===== src/rtl/registro_id_ex_pkg.sv =====
// paquete_alu: ALU select encodings, default widths and the ID/EX
// occupancy state type shared by the decode-to-execute register.
package paquete_alu;

    localparam int ANCHO_DEF     = 32;
    localparam int ANCHO_REG_DEF = 5;
    localparam int ANCHO_SEL_DEF = 3;

    localparam logic [2:0] SEL_AND = 3'b000;
    localparam logic [2:0] SEL_OR  = 3'b001;
    localparam logic [2:0] SEL_ADD = 3'b010;
    localparam logic [2:0] SEL_SUB = 3'b110;
    localparam logic [2:0] SEL_SLT = 3'b111;
    localparam logic [2:0] SEL_NOR = 3'b100;

    typedef enum logic [1:0] {
        VACIO,
        UNO,
        LLENO
    } estado_t;

endpackage


===== src/rtl/registro_id_ex_if.sv =====
// registro_id_ex_if: upstream/downstream handshake bundle of the ID/EX
// register; FWD_* members exist only with REGISTRO_ID_EX_FWD_EN.
interface registro_id_ex_if #(
    parameter int ANCHO     = paquete_alu::ANCHO_DEF,
    parameter int ANCHO_REG = paquete_alu::ANCHO_REG_DEF,
    parameter int ANCHO_SEL = paquete_alu::ANCHO_SEL_DEF
) ();

    logic                 ENT_VALIDO;
    logic                 ENT_LISTO;
    logic [ANCHO-1:0]     ENT_OPERADOR1;
    logic [ANCHO-1:0]     ENT_OPERADOR2;
    logic [ANCHO_SEL-1:0] ENT_SEL;
    logic [ANCHO_REG-1:0] ENT_RS;
    logic [ANCHO_REG-1:0] ENT_RT;
    logic [ANCHO_REG-1:0] ENT_RD;
    logic                 ENT_USA_IMM;
    logic                 VACIAR;
    logic                 SAL_VALIDO;
    logic                 SAL_LISTO;
    logic [ANCHO-1:0]     OPERADOR1;
    logic [ANCHO-1:0]     OPERADOR2;
    logic [ANCHO_SEL-1:0] SEL;
    logic [ANCHO_REG-1:0] SAL_RD;
`ifdef REGISTRO_ID_EX_FWD_EN
    logic                 FWD_VALIDO;
    logic [ANCHO_REG-1:0] FWD_RD;
    logic [ANCHO-1:0]     FWD_DATO;
`endif

    modport slave (
        input  ENT_VALIDO, ENT_OPERADOR1, ENT_OPERADOR2, ENT_SEL,
        input  ENT_RS, ENT_RT, ENT_RD, ENT_USA_IMM, VACIAR, SAL_LISTO,
`ifdef REGISTRO_ID_EX_FWD_EN
        input  FWD_VALIDO, FWD_RD, FWD_DATO,
`endif
        output ENT_LISTO, SAL_VALIDO, OPERADOR1, OPERADOR2, SEL, SAL_RD
    );

    modport master (
        output ENT_VALIDO, ENT_OPERADOR1, ENT_OPERADOR2, ENT_SEL,
        output ENT_RS, ENT_RT, ENT_RD, ENT_USA_IMM, VACIAR, SAL_LISTO,
`ifdef REGISTRO_ID_EX_FWD_EN
        output FWD_VALIDO, FWD_RD, FWD_DATO,
`endif
        input  ENT_LISTO, SAL_VALIDO, OPERADOR1, OPERADOR2, SEL, SAL_RD
    );

endinterface


===== src/rtl/registro_id_ex_ranura.sv =====
// ranura_id_ex: one ID/EX holding slot with load, hold and, when
// REGISTRO_ID_EX_FWD_EN is defined, writeback forwarding into its operands.
module ranura_id_ex
    import paquete_alu::*;
#(
    parameter int ANCHO     = ANCHO_DEF,
    parameter int ANCHO_REG = ANCHO_REG_DEF,
    parameter int ANCHO_SEL = ANCHO_SEL_DEF
) (
    input  logic                 CLK,
    input  logic                 RST,
    input  logic                 carga,
    input  logic [ANCHO-1:0]     d_op1,
    input  logic [ANCHO-1:0]     d_op2,
    input  logic [ANCHO_SEL-1:0] d_sel,
    input  logic [ANCHO_REG-1:0] d_rd,
`ifdef REGISTRO_ID_EX_FWD_EN
    input  logic [ANCHO_REG-1:0] d_rs,
    input  logic [ANCHO_REG-1:0] d_rt,
    input  logic                 d_imm,
    input  logic                 fwd_valido,
    input  logic [ANCHO_REG-1:0] fwd_rd,
    input  logic [ANCHO-1:0]     fwd_dato,
    output logic [ANCHO_REG-1:0] q_rs,
    output logic [ANCHO_REG-1:0] q_rt,
    output logic                 q_imm,
`endif
    output logic [ANCHO-1:0]     q_op1,
    output logic [ANCHO-1:0]     q_op2,
    output logic [ANCHO_SEL-1:0] q_sel,
    output logic [ANCHO_REG-1:0] q_rd
);

    logic [ANCHO-1:0]     op1_q, op1_d;
    logic [ANCHO-1:0]     op2_q, op2_d;
    logic [ANCHO_SEL-1:0] sel_q, sel_d;
    logic [ANCHO_REG-1:0] rd_q, rd_d;
`ifdef REGISTRO_ID_EX_FWD_EN
    logic [ANCHO_REG-1:0] rs_q, rs_d;
    logic [ANCHO_REG-1:0] rt_q, rt_d;
    logic                 imm_q, imm_d;
`endif

    always_comb begin
        op1_d = carga ? d_op1 : op1_q;
        op2_d = carga ? d_op2 : op2_q;
        sel_d = carga ? d_sel : sel_q;
        rd_d  = carga ? d_rd  : rd_q;
`ifdef REGISTRO_ID_EX_FWD_EN
        rs_d  = carga ? d_rs  : rs_q;
        rt_d  = carga ? d_rt  : rt_q;
        imm_d = carga ? d_imm : imm_q;
        // Same rule on capture and while held; r0 is never forwarded.
        if (fwd_valido && fwd_rd != '0) begin
            if (fwd_rd == rs_d) op1_d = fwd_dato;
            if (fwd_rd == rt_d && !imm_d) op2_d = fwd_dato;
        end
`endif
    end

    always_ff @(posedge CLK or posedge RST) begin
        if (RST) begin
            op1_q <= '0;
            op2_q <= '0;
            sel_q <= '0;
            rd_q  <= '0;
`ifdef REGISTRO_ID_EX_FWD_EN
            rs_q  <= '0;
            rt_q  <= '0;
            imm_q <= 1'b0;
`endif
        end else begin
            op1_q <= op1_d;
            op2_q <= op2_d;
            sel_q <= sel_d;
            rd_q  <= rd_d;
`ifdef REGISTRO_ID_EX_FWD_EN
            rs_q  <= rs_d;
            rt_q  <= rt_d;
            imm_q <= imm_d;
`endif
        end
    end

    assign q_op1 = op1_q;
    assign q_op2 = op2_q;
    assign q_sel = sel_q;
    assign q_rd  = rd_q;
`ifdef REGISTRO_ID_EX_FWD_EN
    assign q_rs  = rs_q;
    assign q_rt  = rt_q;
    assign q_imm = imm_q;
`endif

endmodule


===== src/rtl/registro_id_ex.sv =====
// registro_id_ex: ID/EX register with two-entry skid buffer and flush.
// Define REGISTRO_ID_EX_FWD_EN to forward the writeback result into held ops.
module registro_id_ex
    import paquete_alu::*;
#(
    parameter int ANCHO     = ANCHO_DEF,
    parameter int ANCHO_REG = ANCHO_REG_DEF,
    parameter int ANCHO_SEL = ANCHO_SEL_DEF
) (
    input logic             CLK,
    input logic             RST,
    registro_id_ex_if.slave bus
);

    estado_t estado_q, estado_d;
    logic    acepta, emite;
    logic    carga_pri, carga_sec, desde_sec;

    logic [ANCHO-1:0]     pri_op1, pri_op2, sec_op1, sec_op2;
    logic [ANCHO-1:0]     pri_op1_d, pri_op2_d;
    logic [ANCHO_SEL-1:0] pri_sel, sec_sel, pri_sel_d;
    logic [ANCHO_REG-1:0] pri_rd, sec_rd, pri_rd_d;

    assign acepta    = bus.ENT_VALIDO && bus.ENT_LISTO;
    assign emite     = bus.SAL_VALIDO && bus.SAL_LISTO;
    assign desde_sec = (estado_q == LLENO);

    always_comb begin
        estado_d  = estado_q;
        carga_pri = 1'b0;
        carga_sec = 1'b0;
        // Flush wins; slot contents are kept, only occupancy is dropped.
        if (bus.VACIAR) begin
            estado_d = VACIO;
        end else begin
            unique case (estado_q)
                VACIO: begin
                    if (acepta) begin
                        estado_d  = UNO;
                        carga_pri = 1'b1;
                    end
                end
                UNO: begin
                    if (acepta && emite) begin
                        carga_pri = 1'b1;
                    end else if (acepta) begin
                        estado_d  = LLENO;
                        carga_sec = 1'b1;
                    end else if (emite) begin
                        estado_d = VACIO;
                    end
                end
                LLENO: begin
                    if (emite) begin
                        estado_d  = UNO;
                        carga_pri = 1'b1;
                    end
                end
                default: estado_d = VACIO;
            endcase
        end
    end

    always_ff @(posedge CLK or posedge RST) begin
        if (RST) estado_q <= VACIO;
        else     estado_q <= estado_d;
    end

    assign pri_op1_d = desde_sec ? sec_op1 : bus.ENT_OPERADOR1;
    assign pri_op2_d = desde_sec ? sec_op2 : bus.ENT_OPERADOR2;
    assign pri_sel_d = desde_sec ? sec_sel : bus.ENT_SEL;
    assign pri_rd_d  = desde_sec ? sec_rd  : bus.ENT_RD;

`ifdef REGISTRO_ID_EX_FWD_EN
    logic [ANCHO_REG-1:0] sec_rs, sec_rt, pri_rs_d, pri_rt_d;
    logic                 sec_imm, pri_imm_d;
    logic [ANCHO_REG-1:0] pri_rs_unused, pri_rt_unused;
    logic                 pri_imm_unused;

    assign pri_rs_d  = desde_sec ? sec_rs  : bus.ENT_RS;
    assign pri_rt_d  = desde_sec ? sec_rt  : bus.ENT_RT;
    assign pri_imm_d = desde_sec ? sec_imm : bus.ENT_USA_IMM;
`else
    logic unused_campos;
    assign unused_campos = ^{bus.ENT_RS, bus.ENT_RT, bus.ENT_USA_IMM};
`endif

    ranura_id_ex #(
        .ANCHO     (ANCHO),
        .ANCHO_REG (ANCHO_REG),
        .ANCHO_SEL (ANCHO_SEL)
    ) u_principal (
        .CLK        (CLK),
        .RST        (RST),
        .carga      (carga_pri),
        .d_op1      (pri_op1_d),
        .d_op2      (pri_op2_d),
        .d_sel      (pri_sel_d),
        .d_rd       (pri_rd_d),
`ifdef REGISTRO_ID_EX_FWD_EN
        .d_rs       (pri_rs_d),
        .d_rt       (pri_rt_d),
        .d_imm      (pri_imm_d),
        .fwd_valido (bus.FWD_VALIDO),
        .fwd_rd     (bus.FWD_RD),
        .fwd_dato   (bus.FWD_DATO),
        .q_rs       (pri_rs_unused),
        .q_rt       (pri_rt_unused),
        .q_imm      (pri_imm_unused),
`endif
        .q_op1      (pri_op1),
        .q_op2      (pri_op2),
        .q_sel      (pri_sel),
        .q_rd       (pri_rd)
    );

    ranura_id_ex #(
        .ANCHO     (ANCHO),
        .ANCHO_REG (ANCHO_REG),
        .ANCHO_SEL (ANCHO_SEL)
    ) u_secundaria (
        .CLK        (CLK),
        .RST        (RST),
        .carga      (carga_sec),
        .d_op1      (bus.ENT_OPERADOR1),
        .d_op2      (bus.ENT_OPERADOR2),
        .d_sel      (bus.ENT_SEL),
        .d_rd       (bus.ENT_RD),
`ifdef REGISTRO_ID_EX_FWD_EN
        .d_rs       (bus.ENT_RS),
        .d_rt       (bus.ENT_RT),
        .d_imm      (bus.ENT_USA_IMM),
        .fwd_valido (bus.FWD_VALIDO),
        .fwd_rd     (bus.FWD_RD),
        .fwd_dato   (bus.FWD_DATO),
        .q_rs       (sec_rs),
        .q_rt       (sec_rt),
        .q_imm      (sec_imm),
`endif
        .q_op1      (sec_op1),
        .q_op2      (sec_op2),
        .q_sel      (sec_sel),
        .q_rd       (sec_rd)
    );

    assign bus.ENT_LISTO  = (estado_q != LLENO);
    assign bus.SAL_VALIDO = (estado_q != VACIO);
    assign bus.OPERADOR1  = pri_op1;
    assign bus.OPERADOR2  = pri_op2;
    assign bus.SEL        = pri_sel;
    assign bus.SAL_RD     = pri_rd;

endmodule


===== src/flat_wrapper.sv =====
// flat-port wrapper written by rule: the top's interface ports become plain ports
module registro_id_ex_flat import paquete_alu::*;
#(
    parameter int ANCHO     = ANCHO_DEF,
    parameter int ANCHO_REG = ANCHO_REG_DEF,
    parameter int ANCHO_SEL = ANCHO_SEL_DEF
)
  (CLK, RST, bus_ENT_VALIDO, bus_ENT_OPERADOR1, bus_ENT_OPERADOR2, bus_ENT_SEL, bus_ENT_RS, bus_ENT_RT, bus_ENT_RD, bus_ENT_USA_IMM, bus_VACIAR, bus_SAL_LISTO, bus_ENT_LISTO, bus_SAL_VALIDO, bus_OPERADOR1, bus_OPERADOR2, bus_SEL, bus_SAL_RD);
  registro_id_ex_if #(.ANCHO(ANCHO), .ANCHO_REG(ANCHO_REG), .ANCHO_SEL(ANCHO_SEL)) bus_i ();
  input logic CLK;
  input logic RST;
  input wire logic [$bits(bus_i.ENT_VALIDO)-1:0] bus_ENT_VALIDO;
  input wire logic [$bits(bus_i.ENT_OPERADOR1)-1:0] bus_ENT_OPERADOR1;
  input wire logic [$bits(bus_i.ENT_OPERADOR2)-1:0] bus_ENT_OPERADOR2;
  input wire logic [$bits(bus_i.ENT_SEL)-1:0] bus_ENT_SEL;
  input wire logic [$bits(bus_i.ENT_RS)-1:0] bus_ENT_RS;
  input wire logic [$bits(bus_i.ENT_RT)-1:0] bus_ENT_RT;
  input wire logic [$bits(bus_i.ENT_RD)-1:0] bus_ENT_RD;
  input wire logic [$bits(bus_i.ENT_USA_IMM)-1:0] bus_ENT_USA_IMM;
  input wire logic [$bits(bus_i.VACIAR)-1:0] bus_VACIAR;
  input wire logic [$bits(bus_i.SAL_LISTO)-1:0] bus_SAL_LISTO;
  output wire logic [$bits(bus_i.ENT_LISTO)-1:0] bus_ENT_LISTO;
  output wire logic [$bits(bus_i.SAL_VALIDO)-1:0] bus_SAL_VALIDO;
  output wire logic [$bits(bus_i.OPERADOR1)-1:0] bus_OPERADOR1;
  output wire logic [$bits(bus_i.OPERADOR2)-1:0] bus_OPERADOR2;
  output wire logic [$bits(bus_i.SEL)-1:0] bus_SEL;
  output wire logic [$bits(bus_i.SAL_RD)-1:0] bus_SAL_RD;
  assign bus_i.ENT_VALIDO = bus_ENT_VALIDO;
  assign bus_i.ENT_OPERADOR1 = bus_ENT_OPERADOR1;
  assign bus_i.ENT_OPERADOR2 = bus_ENT_OPERADOR2;
  assign bus_i.ENT_SEL = bus_ENT_SEL;
  assign bus_i.ENT_RS = bus_ENT_RS;
  assign bus_i.ENT_RT = bus_ENT_RT;
  assign bus_i.ENT_RD = bus_ENT_RD;
  assign bus_i.ENT_USA_IMM = bus_ENT_USA_IMM;
  assign bus_i.VACIAR = bus_VACIAR;
  assign bus_i.SAL_LISTO = bus_SAL_LISTO;
  assign bus_ENT_LISTO = bus_i.ENT_LISTO;
  assign bus_SAL_VALIDO = bus_i.SAL_VALIDO;
  assign bus_OPERADOR1 = bus_i.OPERADOR1;
  assign bus_OPERADOR2 = bus_i.OPERADOR2;
  assign bus_SEL = bus_i.SEL;
  assign bus_SAL_RD = bus_i.SAL_RD;
  registro_id_ex #(.ANCHO(ANCHO), .ANCHO_REG(ANCHO_REG), .ANCHO_SEL(ANCHO_SEL)) u_core (.CLK(CLK), .RST(RST), .bus(bus_i));
endmodule

===== config.mk =====
export PLATFORM = sky130hd
export DESIGN_NAME = registro_id_ex_flat
export DESIGN_NICKNAME = d
export VERILOG_FILES = /design/src/rtl/registro_id_ex_pkg.sv /design/src/rtl/registro_id_ex_if.sv /design/src/rtl/registro_id_ex_ranura.sv /design/src/rtl/registro_id_ex.sv /design/src/flat_wrapper.sv
export SDC_FILE = /design/constraint.sdc
export NUM_CORES = 1
export LEC_CHECK = 0
export CORE_MARGIN = 2
export CORE_UTILIZATION = 40
export DETAILED_ROUTE_END_ITERATION = 16
export DONT_BUFFER_PORTS = 1
export SLEW_MARGIN = 25
export SYNTH_ARGS = -nofsm -noshare
export SYNTH_HDL_FRONTEND = slang
export SYNTH_SLANG_ARGS = --single-unit

===== constraint.sdc =====
create_clock -name CLK -period 11.67 [get_ports CLK]
set_input_delay 1.7505 -clock CLK [delete_from_list [all_inputs] [get_ports CLK]]
set_output_delay 1.7505 -clock CLK [all_outputs]
set_load 0.02 [all_outputs]

==> metrics.txt <==
crit path buf inv count 0; setup repair bufs after CTS 0; final global-route overflow total 0; crit-path cells or2_2; Unique masters post-synth 20; count of input and output buffers 0; final setup fails 0; drt initial violations 106; max_cap viols 0; die width approximately 130 um; worst setup path class register to output port; Setup crit start kind register; Worst-path clk slew about 0.060 ns; Initial Util about two fifths; Sequential Power Share a little over half; post-route cell area 0.007137 mm2; commonest cells after routing, fill and taps aside 209 x mux2_2, 146 x dfrtp_1, 17 x clkbuf_16; gpl congestion roughly 0.70; Setup crit end kind output port; CTS buffer count 17; final net count slightly below 500; Placed Area between 0.006 and 0.007 mm2; drt pass-1 iters 4; maximum clock rate between 300 and 400 MHz; outcome complete, no violations; global-route usage over all layers between 10% and 20%; top cells by area, synth dfrtp_1 57%, mux2_2 37%, buf_6 1.6%; Inserted Diodes 0; sw frac between 20% and 30%; total wire length 11650 um; largest net degree at the start of global routing 78; vias in the first global route about 3.7k; synthesized area per cell between 15 and 20 um2; first-pass GRT wire length 18440 um; dpl hpwl 7287 um; Cell Int Power roughly 1.1 mW; Post-Synthesis Cell Area ~0.0064 mm2; area added between synthesis and finish 12.02%; Yosys reg bits between 100 and 150; CTS sink count around 150; Clk pwr share 36.4%; Hold Crit Class register to register; worst path required time about 9.9 ns; clk_lat worst skew approximately 0.41 ns; Tot Pwr ~1.5 mW; Tightest Pin Transition about 0.99 ns; period utilization 26.16%; Slew headroom 33.67%; RSZ-0062 raised after global routing no; Critical Path Fanout Max 7; vias 3245; fraction of layout cells with a size suffix above 1 60.00%; CTS tree yes; cell taking the most area after synthesis dfrtp_1; top cell type's share of synthesized area 57.34%; clk_skew approximately 0.0089 ns; Net Sw Power roughly 400 uW; Worst path slowest cell dfrtp_1; met2 WL between 5000 and 6000 um; Routed WL per cell 18.46 um; number of routed nets with antenna violations 0; Slew Viols, Final 0; post-cts resize count 0; Final Critical Period ~3.1 ns; warnings from Yosys 0; Max VDD drop slightly below 100 uV; Mapped Cells 401; clock root buffer clkbuf_16; # H-tree levels 4; wire length on met1 around 4600 um; die area roughly 0.017 mm2; DR top layer met4; Mapped Nets 489; WL met3 ~1400 um; Worst path top cell family by delay flip-flops; setup tns final 0 ns; Comb power frac a little under an eighth; Remaining DRCs 0; Leak between 3 and 4 nW; routed vias/inst roughly 5.1; Seq/Total Area, Yosys about 57%; CP Data Arrival Time about 1.3 ns; final-report hold violation count 0; Core Footprint roughly 0.016 mm2; most common cell after layout, fill and taps aside mux2_2; initial antenna violation count 0; Core Rows 46; PwrDens 207.6 mW/mm2; maximum buffer depth of the clock tree 2; Top Ports 162; crit-path max cell delay roughly 0.48 ns; die height between 100 and 150 um; hold bufs inserted after CTS 0
sequential cells by signal, indices dropped and copies added (netlist names):
signal,count
u_core.estado_q,2
u_core.u_principal.q_op1,32
u_core.u_principal.q_op2,32
u_core.u_principal.q_rd,5
u_core.u_principal.q_sel,3
u_core.u_secundaria.q_op1,32
u_core.u_secundaria.q_op2,32
u_core.u_secundaria.q_rd,5
u_core.u_secundaria.q_sel,3
cell usage after synthesis, drive strengths merged:
library cell,number
mux2,216
dfrtp,146
buf,21
clkbuf,2
nand2,2
nor2,2
a21boi,1
a21oi,1
inv,1
mux2i,1
nand2b,1
nand3,1
nor2b,1
o21ba,1
o31ai,1
or2,1
or3b,1
or4bb,1
power by group through the flow:
| stage | registers [mW] | logic (mW) | clock network [mW] |
|---|---|---|---|
| 2_1_floorplan | 0.755 | 0.158 | 0 |
| 3_3_place_gp | 0.776 | 0.167 | 0 |
| 3_5_place_dp | 0.782 | 0.176 | 0 |
| 4_1_cts | 0.774 | 0.175 | 0.557 |
| 5_1_grt | 0.790 | 0.191 | 0.580 |
| 6_report | 0.771 | 0.171 | 0.539 |
layer usage:
metal  vias up  GRT usage, %
met4         0         6.578
li1       1447             -
met3        15         8.118
met1      1671         15.95
met5         -             0
met2       112         22.45
worst reg2reg max path: stages, from the launching register on:
cell      delay, ns
dfrtp_1        0.51
nand2b_4       0.24
buf_4          0.79
mux2_2         0.45
mux2_1         0.29
area by class of cell:
type | instances | area, um2
tap | 216 | 270.3
multi-input combinational | 231 | 2565
fill | 1409 | 8576
sequential | 146 | 3654
inverter | 1 | 8.758
timing repair buffer | 5 | 45.04
clock inverter | 7 | 98.84
clock buffer | 25 | 495.5
stage by stage:
| stage | hold WS (ns) | cells | util [%] | setup WS [ns] |
|---|---|---|---|---|
| after floorplan | 0.4754 | 401 | - | 5.997 |
| after global placement | 0.4828 | 599 | 41.59 | 8.256 |
| after detailed placement | 0.4899 | 599 | 41.59 | 8.241 |
| after CTS | 0.5051 | 631 | 45.37 | 8.594 |
| after global routing | 0.5181 | 631 | 45.42 | 8.562 |
| final | 0.5019 | 631 | 45.42 | 8.617 |
cells by family after synthesis:
kind of cell           Yosys count  synth area share [%]
AO/OA/AOI/OAI                    4                0.6873
multiplexers                   217                 38.33
AND/OR/NAND/NOR                 10                0.9232
flip-flops                     146                 57.34
buffers and inverters           24                 2.710
worst paths after layout:
path	from	end	slack (ns)	cells past startpoint
min in group asynchronous	RST	u_core.u_principal.q_op2[0]	1.29	1
max in group asynchronous	RST	u_core.u_secundaria.q_op1[21]	9.25	2
setup / recovery	u_core.estado_q[0]	bus_SAL_VALIDO	8.62	1
hold / removal	u_core.u_secundaria.q_op1[21]	u_core.u_secundaria.q_op1[21]	0.50	1
hold reg to reg	u_core.u_secundaria.q_op1[21]	u_core.u_secundaria.q_op1[21]	0.50	1
setup reg to reg	u_core.estado_q[0]	u_core.u_principal.q_op1[14]	9.28	4
No activity file was read; power rests on OpenSTA's default activity.
